File: src/rtl/codec_seq_pkg.sv
// codec_seq_pkg
//   Shared definitions for the codec register sequencer:
//   - seq_state_e : 3-bit sequencer state encoding
//   - ROM word layout: lut_q = {addr, data}, data in the low DATA_W bits,
//     addr directly above it starting at bit DATA_W.
package codec_seq_pkg;

  typedef enum logic [2:0] {
    ST_IDLE  = 3'd0,
    ST_FETCH = 3'd1,
    ST_REQ   = 3'd2,
    ST_WAIT  = 3'd3,
    ST_DONE  = 3'd4,
    ST_VREQ  = 3'd5,
    ST_VWAIT = 3'd6,
    ST_ERR   = 3'd7
  } seq_state_e;

  // Data field starts at bit 0; the address field starts right after it.
  localparam int ROM_DATA_LSB = 0;

endpackage

File: src/rtl/codec_vol_ctrl.sv
// codec_vol_ctrl
//   Saturating volume register with set/up/down control and a dirty flag
//   that marks a pending codec rewrite.
// Ports:
//   clk, rst_n    clock, synchronous active-low reset
//   vol_up/vol_dn single-cycle step pulses (both together: no change)
//   set_valid     load set_val (clamped to VOL_MAX); wins over up/dn
//   set_val       absolute volume value
//   clear_dirty   acknowledge from the sequencer that a pass has started
//   vol           current volume
//   dirty         vol changed since the last clear_dirty
module codec_vol_ctrl #(
  parameter int VOL_W   = 4,
  parameter int VOL_MAX = 11,
  parameter int VOL_RST = 0
) (
  input  logic             clk,
  input  logic             rst_n,
  input  logic             vol_up,
  input  logic             vol_dn,
  input  logic             set_valid,
  input  logic [VOL_W-1:0] set_val,
  input  logic             clear_dirty,
  output logic [VOL_W-1:0] vol,
  output logic             dirty
);

  localparam logic [VOL_W-1:0] VMAX = VOL_W'(VOL_MAX);

  logic [VOL_W-1:0] vol_q, vol_d;
  logic             dirty_q, dirty_d;

  always_comb begin
    vol_d = vol_q;
    if (set_valid) begin
      vol_d = (set_val > VMAX) ? VMAX : set_val;
    end else if (vol_up && !vol_dn) begin
      if (vol_q < VMAX) vol_d = vol_q + VOL_W'(1);
    end else if (vol_dn && !vol_up) begin
      if (vol_q != '0) vol_d = vol_q - VOL_W'(1);
    end
    // A change in the same cycle as clear_dirty must still schedule a pass.
    dirty_d = (vol_d != vol_q) || (dirty_q && !clear_dirty);
  end

  always_ff @(posedge clk) begin
    if (!rst_n) begin
      vol_q   <= VOL_W'(VOL_RST);
      dirty_q <= 1'b0;
    end else begin
      vol_q   <= vol_d;
      dirty_q <= dirty_d;
    end
  end

  assign vol   = vol_q;
  assign dirty = dirty_q;

endmodule

File: src/rtl/codec_reg_seq.sv
// codec_reg_seq
//   Walks an external synchronous init ROM and issues register writes through
//   the i2c_control write handshake, then rewrites NUM_CH volume registers
//   whenever the volume value changes.
// Ports:
//   Clk, Rst_n           clock, synchronous active-low reset
//   go                   start/restart init (accepted in IDLE, DONE, ERR)
//   vol_up, vol_dn       volume step pulses
//   vol_set_valid/_val   absolute volume load
//   lut_addr, lut_q      ROM index out, {addr,data} word back one cycle later
//   wrreg_req            one-cycle write request
//   reg_addr, reg_wrdata write target, held until rw_done
//   rw_done, ack         transfer complete; ack=1 means NACK
//   init_done, busy, err status
//   vol                  current volume
// Build option:
//   CODEC_SEQ_RETRY_EN   retry a NACKed write up to MAX_RETRY extra times;
//                        without it the first NACK goes to ERR.
//
// state | meaning
// IDLE  | waiting for go after reset
// FETCH | lut_addr presented, ROM word arriving
// REQ   | latch ROM word, launch write request
// WAIT  | init write in flight
// DONE  | init complete; start volume pass when dirty
// VREQ  | launch write of channel ch volume register
// VWAIT | volume write in flight
// ERR   | retries exhausted; waits for go
module codec_reg_seq
  import codec_seq_pkg::*;
#(
  parameter int LUT_SIZE       = 16,
  parameter int ADDR_W         = 8,
  parameter int DATA_W         = 8,
  parameter int VOL_W          = 4,
  parameter int VOL_MAX        = 11,
  parameter int VOL_RST        = 0,
  parameter int NUM_CH         = 2,
  parameter int VOL_REG_BASE   = 8'h02,
  parameter int VOL_REG_STRIDE = 1,
  parameter int VOL_OR_MASK    = 8'h00,
  parameter int MAX_RETRY      = 3
) (
  input  logic                     Clk,
  input  logic                     Rst_n,
  input  logic                     go,
  input  logic                     vol_up,
  input  logic                     vol_dn,
  input  logic                     vol_set_valid,
  input  logic [VOL_W-1:0]         vol_set_val,
  output logic [7:0]               lut_addr,
  input  logic [ADDR_W+DATA_W-1:0] lut_q,
  output logic                     wrreg_req,
  output logic [ADDR_W-1:0]        reg_addr,
  output logic [DATA_W-1:0]        reg_wrdata,
  input  logic                     rw_done,
  input  logic                     ack,
  output logic                     init_done,
  output logic                     busy,
  output logic                     err,
  output logic [VOL_W-1:0]         vol
);

  localparam int CH_W = (NUM_CH <= 1) ? 1 : $clog2(NUM_CH);

  seq_state_e        state_q, state_d;
  logic [7:0]        lut_addr_q, lut_addr_d;   // doubles as the init index
  logic              wrreg_req_q, wrreg_req_d;
  logic [ADDR_W-1:0] reg_addr_q, reg_addr_d;
  logic [DATA_W-1:0] reg_wrdata_q, reg_wrdata_d;
  logic              init_done_q, init_done_d;
  logic              busy_q, busy_d;
  logic              err_q, err_d;
  logic [CH_W-1:0]   ch_q, ch_d;
  logic              clear_dirty, dirty;
  logic              retry_clr, retry_inc, can_retry;
  logic [VOL_W-1:0]  vol_w;

  codec_vol_ctrl #(
    .VOL_W  (VOL_W),
    .VOL_MAX(VOL_MAX),
    .VOL_RST(VOL_RST)
  ) u_vol (
    .clk        (Clk),
    .rst_n      (Rst_n),
    .vol_up     (vol_up),
    .vol_dn     (vol_dn),
    .set_valid  (vol_set_valid),
    .set_val    (vol_set_val),
    .clear_dirty(clear_dirty),
    .vol        (vol_w),
    .dirty      (dirty)
  );

`ifdef CODEC_SEQ_RETRY_EN
  localparam int RETRY_W = (MAX_RETRY < 1) ? 1 : $clog2(MAX_RETRY + 1);
  logic [RETRY_W-1:0] retry_q, retry_d;

  always_comb begin
    retry_d = retry_q;
    if (retry_clr)      retry_d = '0;
    else if (retry_inc) retry_d = retry_q + RETRY_W'(1);
  end

  assign can_retry = (retry_q < RETRY_W'(MAX_RETRY));

  always_ff @(posedge Clk) begin
    if (!Rst_n) retry_q <= '0;
    else        retry_q <= retry_d;
  end
`else
  // No counter: a NACK is final, so MAX_RETRY and the counter controls are dead.
  logic unused_retry;
  assign unused_retry = retry_clr ^ retry_inc ^ (MAX_RETRY != 0);
  assign can_retry    = 1'b0;
`endif

  always_comb begin
    state_d      = state_q;
    lut_addr_d   = lut_addr_q;
    wrreg_req_d  = 1'b0;
    reg_addr_d   = reg_addr_q;
    reg_wrdata_d = reg_wrdata_q;
    init_done_d  = init_done_q;
    err_d        = err_q;
    ch_d         = ch_q;
    clear_dirty  = 1'b0;
    retry_clr    = 1'b0;
    retry_inc    = 1'b0;

    if (go && (state_q inside {ST_IDLE, ST_DONE, ST_ERR})) begin
      lut_addr_d  = 8'd0;
      init_done_d = 1'b0;
      err_d       = 1'b0;
      retry_clr   = 1'b1;
      state_d     = ST_FETCH;
    end else begin
      case (state_q)
        ST_FETCH: state_d = ST_REQ;
        ST_REQ: begin
          reg_addr_d   = lut_q[DATA_W +: ADDR_W];
          reg_wrdata_d = lut_q[ROM_DATA_LSB +: DATA_W];
          wrreg_req_d  = 1'b1;
          state_d      = ST_WAIT;
        end
        ST_WAIT: begin
          if (rw_done) begin
            if (!ack) begin
              retry_clr = 1'b1;
              if (lut_addr_q == 8'(LUT_SIZE - 1)) begin
                init_done_d = 1'b1;
                state_d     = ST_DONE;
              end else begin
                lut_addr_d = lut_addr_q + 8'd1;
                state_d    = ST_FETCH;
              end
            end else if (can_retry) begin
              retry_inc = 1'b1;
              state_d   = ST_REQ;   // lut_addr unchanged, so lut_q still holds the word
            end else begin
              err_d   = 1'b1;
              state_d = ST_ERR;
            end
          end
        end
        ST_DONE: begin
          if (dirty) begin
            clear_dirty = 1'b1;
            ch_d        = '0;
            state_d     = ST_VREQ;
          end
        end
        ST_VREQ: begin
          reg_addr_d   = ADDR_W'(VOL_REG_BASE + int'(ch_q) * VOL_REG_STRIDE);
          reg_wrdata_d = DATA_W'(vol_w) | DATA_W'(VOL_OR_MASK);
          wrreg_req_d  = 1'b1;
          state_d      = ST_VWAIT;
        end
        ST_VWAIT: begin
          if (rw_done) begin
            if (!ack) begin
              retry_clr = 1'b1;
              if (ch_q == CH_W'(NUM_CH - 1)) begin
                state_d = ST_DONE;
              end else begin
                ch_d    = ch_q + CH_W'(1);
                state_d = ST_VREQ;
              end
            end else if (can_retry) begin
              retry_inc = 1'b1;
              state_d   = ST_VREQ;
            end else begin
              err_d   = 1'b1;
              state_d = ST_ERR;
            end
          end
        end
        default: ;  // IDLE, ERR: only go leaves
      endcase
    end

    busy_d = !(state_d inside {ST_IDLE, ST_DONE, ST_ERR});
  end

  always_ff @(posedge Clk) begin
    if (!Rst_n) begin
      state_q      <= ST_IDLE;
      lut_addr_q   <= 8'd0;
      wrreg_req_q  <= 1'b0;
      reg_addr_q   <= '0;
      reg_wrdata_q <= '0;
      init_done_q  <= 1'b0;
      busy_q       <= 1'b0;
      err_q        <= 1'b0;
      ch_q         <= '0;
    end else begin
      state_q      <= state_d;
      lut_addr_q   <= lut_addr_d;
      wrreg_req_q  <= wrreg_req_d;
      reg_addr_q   <= reg_addr_d;
      reg_wrdata_q <= reg_wrdata_d;
      init_done_q  <= init_done_d;
      busy_q       <= busy_d;
      err_q        <= err_d;
      ch_q         <= ch_d;
    end
  end

  assign lut_addr   = lut_addr_q;
  assign wrreg_req  = wrreg_req_q;
  assign reg_addr   = reg_addr_q;
  assign reg_wrdata = reg_wrdata_q;
  assign init_done  = init_done_q;
  assign busy       = busy_q;
  assign err        = err_q;
  assign vol        = vol_w;

endmodule

File: config.mk
export PLATFORM = sky130hd
export DESIGN_NAME = codec_reg_seq
export DESIGN_NICKNAME = d
export VERILOG_FILES = /design/src/rtl/codec_seq_pkg.sv /design/src/rtl/codec_vol_ctrl.sv /design/src/rtl/codec_reg_seq.sv
export SDC_FILE = /design/constraint.sdc
export NUM_CORES = 1
export LEC_CHECK = 0
export ABC_AREA = 1
export BUFFER_PORTS_ARGS = -buffer_cell sky130_fd_sc_hd__clkbuf_2
export CORE_MARGIN = 2
export CORE_UTILIZATION = 54
export DETAILED_ROUTE_END_ITERATION = 8
export PLACE_DENSITY = 0.84
export RECOVER_POWER = 100
export SYNTH_ARGS = -nofsm -noshare
export SYNTH_HDL_FRONTEND = slang
export SYNTH_SLANG_ARGS = --single-unit
File: constraint.sdc
create_clock -name Clk -period 4.3 [get_ports Clk]
set_input_delay 0.86 -clock Clk [delete_from_list [all_inputs] [get_ports Clk]]
set_output_delay 0.86 -clock Clk [all_outputs]
set_load 0.01 [all_outputs]
---- Word level (Yosys, flattened, before mapping) ----
Cells that the tools add are included.
W data, S select, Z words.
storage, ports and cells
  logic and storage cells ................. 86
  latch bits .............................. 0
  memories kept ........................... 0
  bits in writable memories ............... 0
  register bits ........................... 37
  ROM bits ................................ 0
cells by class
  bitwise gates (word level) .............. 4
  multipliers ............................. 0
  divide/modulo/power cells ............... 0
  shift operators ......................... 0
  $add $sub $neg .......................... 5
  multiplexer cells ....................... 26
  magnitude comparators ................... 2
  equal/unequal tests ..................... 14
  reductions and logical operators ........ 24
operators with widths
  cell                   number
  $pmux W8 S2            2
  $mux W4                6
  $mux W3                7
  $eq A3 B3 Y1 const B   6
  $pmux W3 S6            1
  $mux W1                9
  $add A8 B1 Y8 const B  1
  $eq A8 B4 Y1 const B   1
  $reduce_and A4 Y1      2
  $eq A3 B2 Y1 const B   2
  $logic_not A3 Y1       2
  $reduce_bool A3 Y1     2
  $reduce_or A2 Y1       3
  $reduce_and A5 Y1      1
  $add A4 B1 Y4 const B  1
  $gt A4 B4 Y1 const B   1
  $logic_and A1 B1 Y1    4
  $logic_not A1 Y1       4
  $lt A4 B4 Y1 const B   1
  $ne A2 B2 Y1 const B   2
  $ne A4 B4 Y1           1
  $not A1 Y1             4
  $reduce_bool A2 Y1     2
  $reduce_bool A4 Y1     1
  other kinds (9)        9

---- Depth between registers and ports, before layout ----
  word-level depth ........................ 9
  mapped depth ............................ 13
  depth with buffers taken out ............ 13

---- Hierarchy ----
From an unflattened synthesis, not the netlist that was laid out.
second synthesis, totals
  cell total of the unflattened synthesis .. 281
  area total of the unflattened synthesis .. 1948.1 um^2
by module, submodules not included
  module          times used  area an instance (um^2)  cells each  seq. area each (um^2)
  codec_reg_seq   1           1457.6                   195         640.6
  codec_vol_ctrl  1           490.5                    86          100.1

---- Least setup slack after synthesis ----
Ideal clock, no wire load.
  kind .................................... input to register
  from .................................... in vol_dn
  to ...................................... reg u_vol.dirty_q (netlist: u_vol.dirty)
  path slack .............................. 2.503 ns
  library setup time ...................... 0.132 ns
  data arrival time ....................... 1.665 ns
  stages .................................. 11
  cell sequence ........................... inv_1 -> nor2_1 -> nand2_1 -> nand2_1 -> nand2_1 -> nand3_1 -> nand2_1 -> nand2_1 -> nand2_1 -> nor2_1 -> a21oi_1
on the way
  cells in the longest elaborated chain, start to end .. 6
  elaborated cells between the ends (all ways) .. 8
RTL lines
  item                                                     line                                        text
  start: declaration                                       codec_reg_seq.sv:48                         input logic vol_dn,
  $logic_and A1 B1 Y1 or $logic_not A1 Y1 (tied branches)  codec_vol_ctrl.sv:39, codec_vol_ctrl.sv:37
  $mux W4 or $logic_and A1 B1 Y1 (tied branches)           codec_vol_ctrl.sv:39, codec_vol_ctrl.sv:37
  $mux W4 *                                                codec_vol_ctrl.sv:37                        end else if (vol_up && !vol_dn) begin
  $mux W4 *                                                codec_vol_ctrl.sv:35                        if (set_valid) begin
  $ne A4 B4 Y1 *                                           codec_vol_ctrl.sv:43                        dirty_d = (vol_d != vol_q) || (dirty_q && !clear_dirty);
  $logic_or A1 B1 Y1 *                                     codec_vol_ctrl.sv:43
  end signal: assignment                                   codec_vol_ctrl.sv:52                        dirty_q <= dirty_d;
  end: declaration                                         codec_vol_ctrl.sv:31                        logic dirty_q, dirty_d;
Every way passes the cells marked *; elsewhere a longest branch is shown, timed or not.
A chain may end at the register's enable or synchronous reset.

---- Worst setup path in the final report ----
  from .................................... reg state_q[0]
  to ...................................... reg reg_wrdata_q[2] (netlist: reg_wrdata[2])
on the way
  cells in the longest elaborated chain, start to end .. 5
  elaborated cells between the ends (all ways) .. 11
RTL lines
  item                                              line                  text
  start: declaration                                codec_reg_seq.sv:66   seq_state_e state_q, state_d;
  start signal: assignment                          codec_reg_seq.sv:217  state_q <= state_d;
  $eq A3 B3 Y1 or $logic_not A3 Y1 (tied branches)  codec_reg_seq.sv:131  if (go && (state_q inside {ST_IDLE, ST_DONE, ST_ERR})) begin
  $reduce_bool A3 Y1                                codec_reg_seq.sv:131
  $logic_and A1 B1 Y1                               codec_reg_seq.sv:131
  $not A1 Y1 (no line)                              --
  $reduce_and A2 Y1 (no line)                       --
  end signal: assignment                            codec_reg_seq.sv:221  reg_wrdata_q <= reg_wrdata_d;
  end: declaration                                  codec_reg_seq.sv:70   logic [DATA_W-1:0] reg_wrdata_q, reg_wrdata_d;
Several ways; a longest one is shown, not always the timed one.

==> impl_metrics.json <==
{
  "status": "completed",
  "antenna_found_initial": 0,
  "synth.distinct_cells": 34,
  "multiInputGateArea_um2": 968,
  "critPathLaunchType": "flip-flop",
  "grt_pass1_wl_um": 7560,
  "dp_hpwl_um": 3460,
  "worstSetupEndpointType": "flip-flop",
  "grt_overflow": 0,
  "gp_congestion": 0.913,
  "drive_above_1_share_pct": 14.6,
  "syn_nets": 311,
  "crit_required_ps": 4500,
  "coreArea_um2": 3360,
  "dieArea_um2": 4020,
  "ff_latch_area_um2": 741,
  "final_cell_mix": "nand2_1 (74), dfxtp_1 (37), inv_1 (36)",
  "post_cts_resized": 0,
  "hold_class": "flip-flop to flip-flop",
  "clk_pin_slew_ps": 110,
  "synthCells": 280,
  "synth_xor_xnor_area_share_pct": 1.38,
  "layout_min_cycle_time_ps": 2470,
  "finalSetupViolCount": 0,
  "wl_per_cell_um": 11.8,
  "grt_max_degree": 23,
  "grt_setup_unrepaired": "no",
  "cap_violations": 0,
  "track_usage_pct": 23.6,
  "syn_area_per_cell_um2": 6.81,
  "cts_setup_buffers": 0,
  "place_area_um2": 2230,
  "dr.pass1.iters": 5,
  "cp_cell_sequence": "inv_1 > nand2_1 > nor2_1 > inv_1 > nand2_1 > inv_1 > a221oi_1 > nor2_1",
  "synthArstFlopShare_pct": 0,
  "ys.flop_type": "dfxtp_1",
  "ys_seq_area_share_pct": 38.9,
  "finalCritPeriodShare_pct": 57.5,
  "clock_skew_ps": 8.50,
  "die_w_um": 63.4,
  "clockBufferDepth": 2,
  "cts.sinks": 37,
  "setup_tns_ps": 0,
  "cts_tree": "built",
  "dr_total_vias": 2002,
  "via_per_inst": 5.16,
  "synth-simple-area-share_pct": 36.3,
  "start_util_pct": 56.7,
  "fillers": 351,
  "worst_pin_slew_ps": 956,
  "synthAdderAreaFrac_pct": 1.97,
  "drc": 0,
  "synth_edf_count": 0,
  "io_pins": 60,
  "ant_nets": 0,
  "mostFrequentLayoutCell": "nand2_1",
  "first_global_vias": 1794,
  "cp.arrival_ps": 2670,
  "relSlewSlack_pct": 36.0,
  "cpPeakStageDelay_ps": 730,
  "rows": 21,
  "cp_top_family": "simple AND/OR/NAND/NOR gates",
  "syn_area_um2": 1910,
  "p_leak_uw": 0.000968,
  "synth_top_family_by_area": "simple AND/OR/NAND/NOR gates",
  "slew_violations": 0,
  "worst_path_max_delay_cell": "nor2_1",
  "path_class": "flip-flop to flip-flop",
  "die_y_um": 63.4,
  "post-route-cell-area_um2": 2220,
  "cpMostUsedCell": "inv_1",
  "synthToLayoutAreaGrowth_pct": 16.6,
  "fin_nets": 372,
  "drt_iter0_drc": 139,
  "powerDensity_nw_per_um2": 313,
  "peakVddDrop_mv": 0.214,
  "path_buf_inv": 3,
  "ys_seq_elements": 37,
  "wirelength_um": 4570,
  "max_freq_mhz": 405,
  "finalHoldViolations": 0,
  "htree_levels": 2,
  "cts_hold_buf": 0,
  "clk_latency_ps": 340,
  "synth_compound_area_share_pct": 12.3,
  "muxShareOfSynthArea_pct": 0,
  "antenna_cells": 0,
  "power_uw": 695,
  "yosysWarnings": 0,
  "numCtsBuffers": 5,
  "numPortBuffers": 59,
  "crit_fanout": 16,
  "clockRootBuffer": "clkbuf_4"
}
-- stage by stage --
stage	utilization, %	instances	hold WS [ps]	setup WS [ps]
global route	66.1	388	486	1480
CTS	68.0	388	460	2390
detailed placement	66.4	380	443	2190
finish	66.1	388	458	1830
floorplan	-	280	463	2500
global placement	66.4	380	438	2240
-- worst min-delay path, cell delays in order (launching register included) --
cell and delay (ps):
dfxtp_1 330, inv_1 40, a21oi_1 50
-- Yosys cell counts, types with 2 or more instances --
| master | n | share of area (%) |
|---|---|---|
| nand2_1 | 73 | 14 |
| nor2_2 | 6 | 2.0 |
| ha_1 | 3 | 2.0 |
| or2_2 | 2 | 0.66 |
| o21ai_0 | 6 | 1.6 |
| nor3_1 | 4 | 1.1 |
| a21oi_1 | 21 | 5.5 |
| inv_2 | 4 | 0.79 |
| o21ai_1 | 2 | 0.53 |
| nand3_1 | 24 | 6.3 |
| nor2_1 | 31 | 6.1 |
| a31oi_1 | 3 | 0.99 |
| clkbuf_1 | 3 | 0.59 |
| inv_1 | 33 | 6.5 |
| a221oi_1 | 3 | 1.4 |
| dfxtp_1 | 37 | 39 |
| o221ai_1 | 2 | 0.92 |
| nand2_2 | 4 | 1.3 |
| nand4_1 | 2 | 0.66 |
| xor2_1 | 3 | 1.4 |
-- cell type report --
class,count,area share [%]
Clock inverter,2,0.450
Inverter,39,6.76
Sequential cell,37,33.3
Clock buffer,6,1.86
Multi-Input combinational cell,199,43.6
Timing Repair Buffer,59,11.4
Tap cell,46,2.59
-- sequential cells by signal, indices dropped and copies added (netlist names) --
| name | count |
|---|---|
| busy | 1 |
| ch_q | 1 |
| err | 1 |
| init_done | 1 |
| lut_addr | 8 |
| reg_addr | 8 |
| reg_wrdata | 8 |
| state_q | 3 |
| u_vol.dirty | 1 |
| u_vol.vol | 4 |
| wrreg_req | 1 |
-- final timing paths --
check,startpoint,to,slack [ps],depth (start not counted)
max,state_q[0],reg_wrdata[2],1830,8
min,init_done,init_done,460,2
max reg2reg,state_q[0],reg_wrdata[2],1830,8
min reg2reg,init_done,init_done,460,2
-- cell families after synthesis --
family,count (synthesis)
adder cells (fa/ha/maj),3
AND/OR/NAND/NOR,153
XOR/XNOR,3
buffers and inverters,44
AO/OA/AOI/OAI,40
flip-flops,37
-- power breakdown --
| group | internal, uW | switching (uW) |
|---|---|---|
| combinational | 51.6 | 91.0 |
| sequential | 362 | 16.4 |
| clock | 62.3 | 111 |
-- metal layers --
metal  wire length, um  vias to the layer above  track usage (%)
li1                  -                     1025                -
met1              2030                      897             28.9
met2              2150                       72             39.5
met3               286                        8             4.82
met4               102                        0             11.4
met5                 0                        -                0
Power figures use the tool's default switching activity.
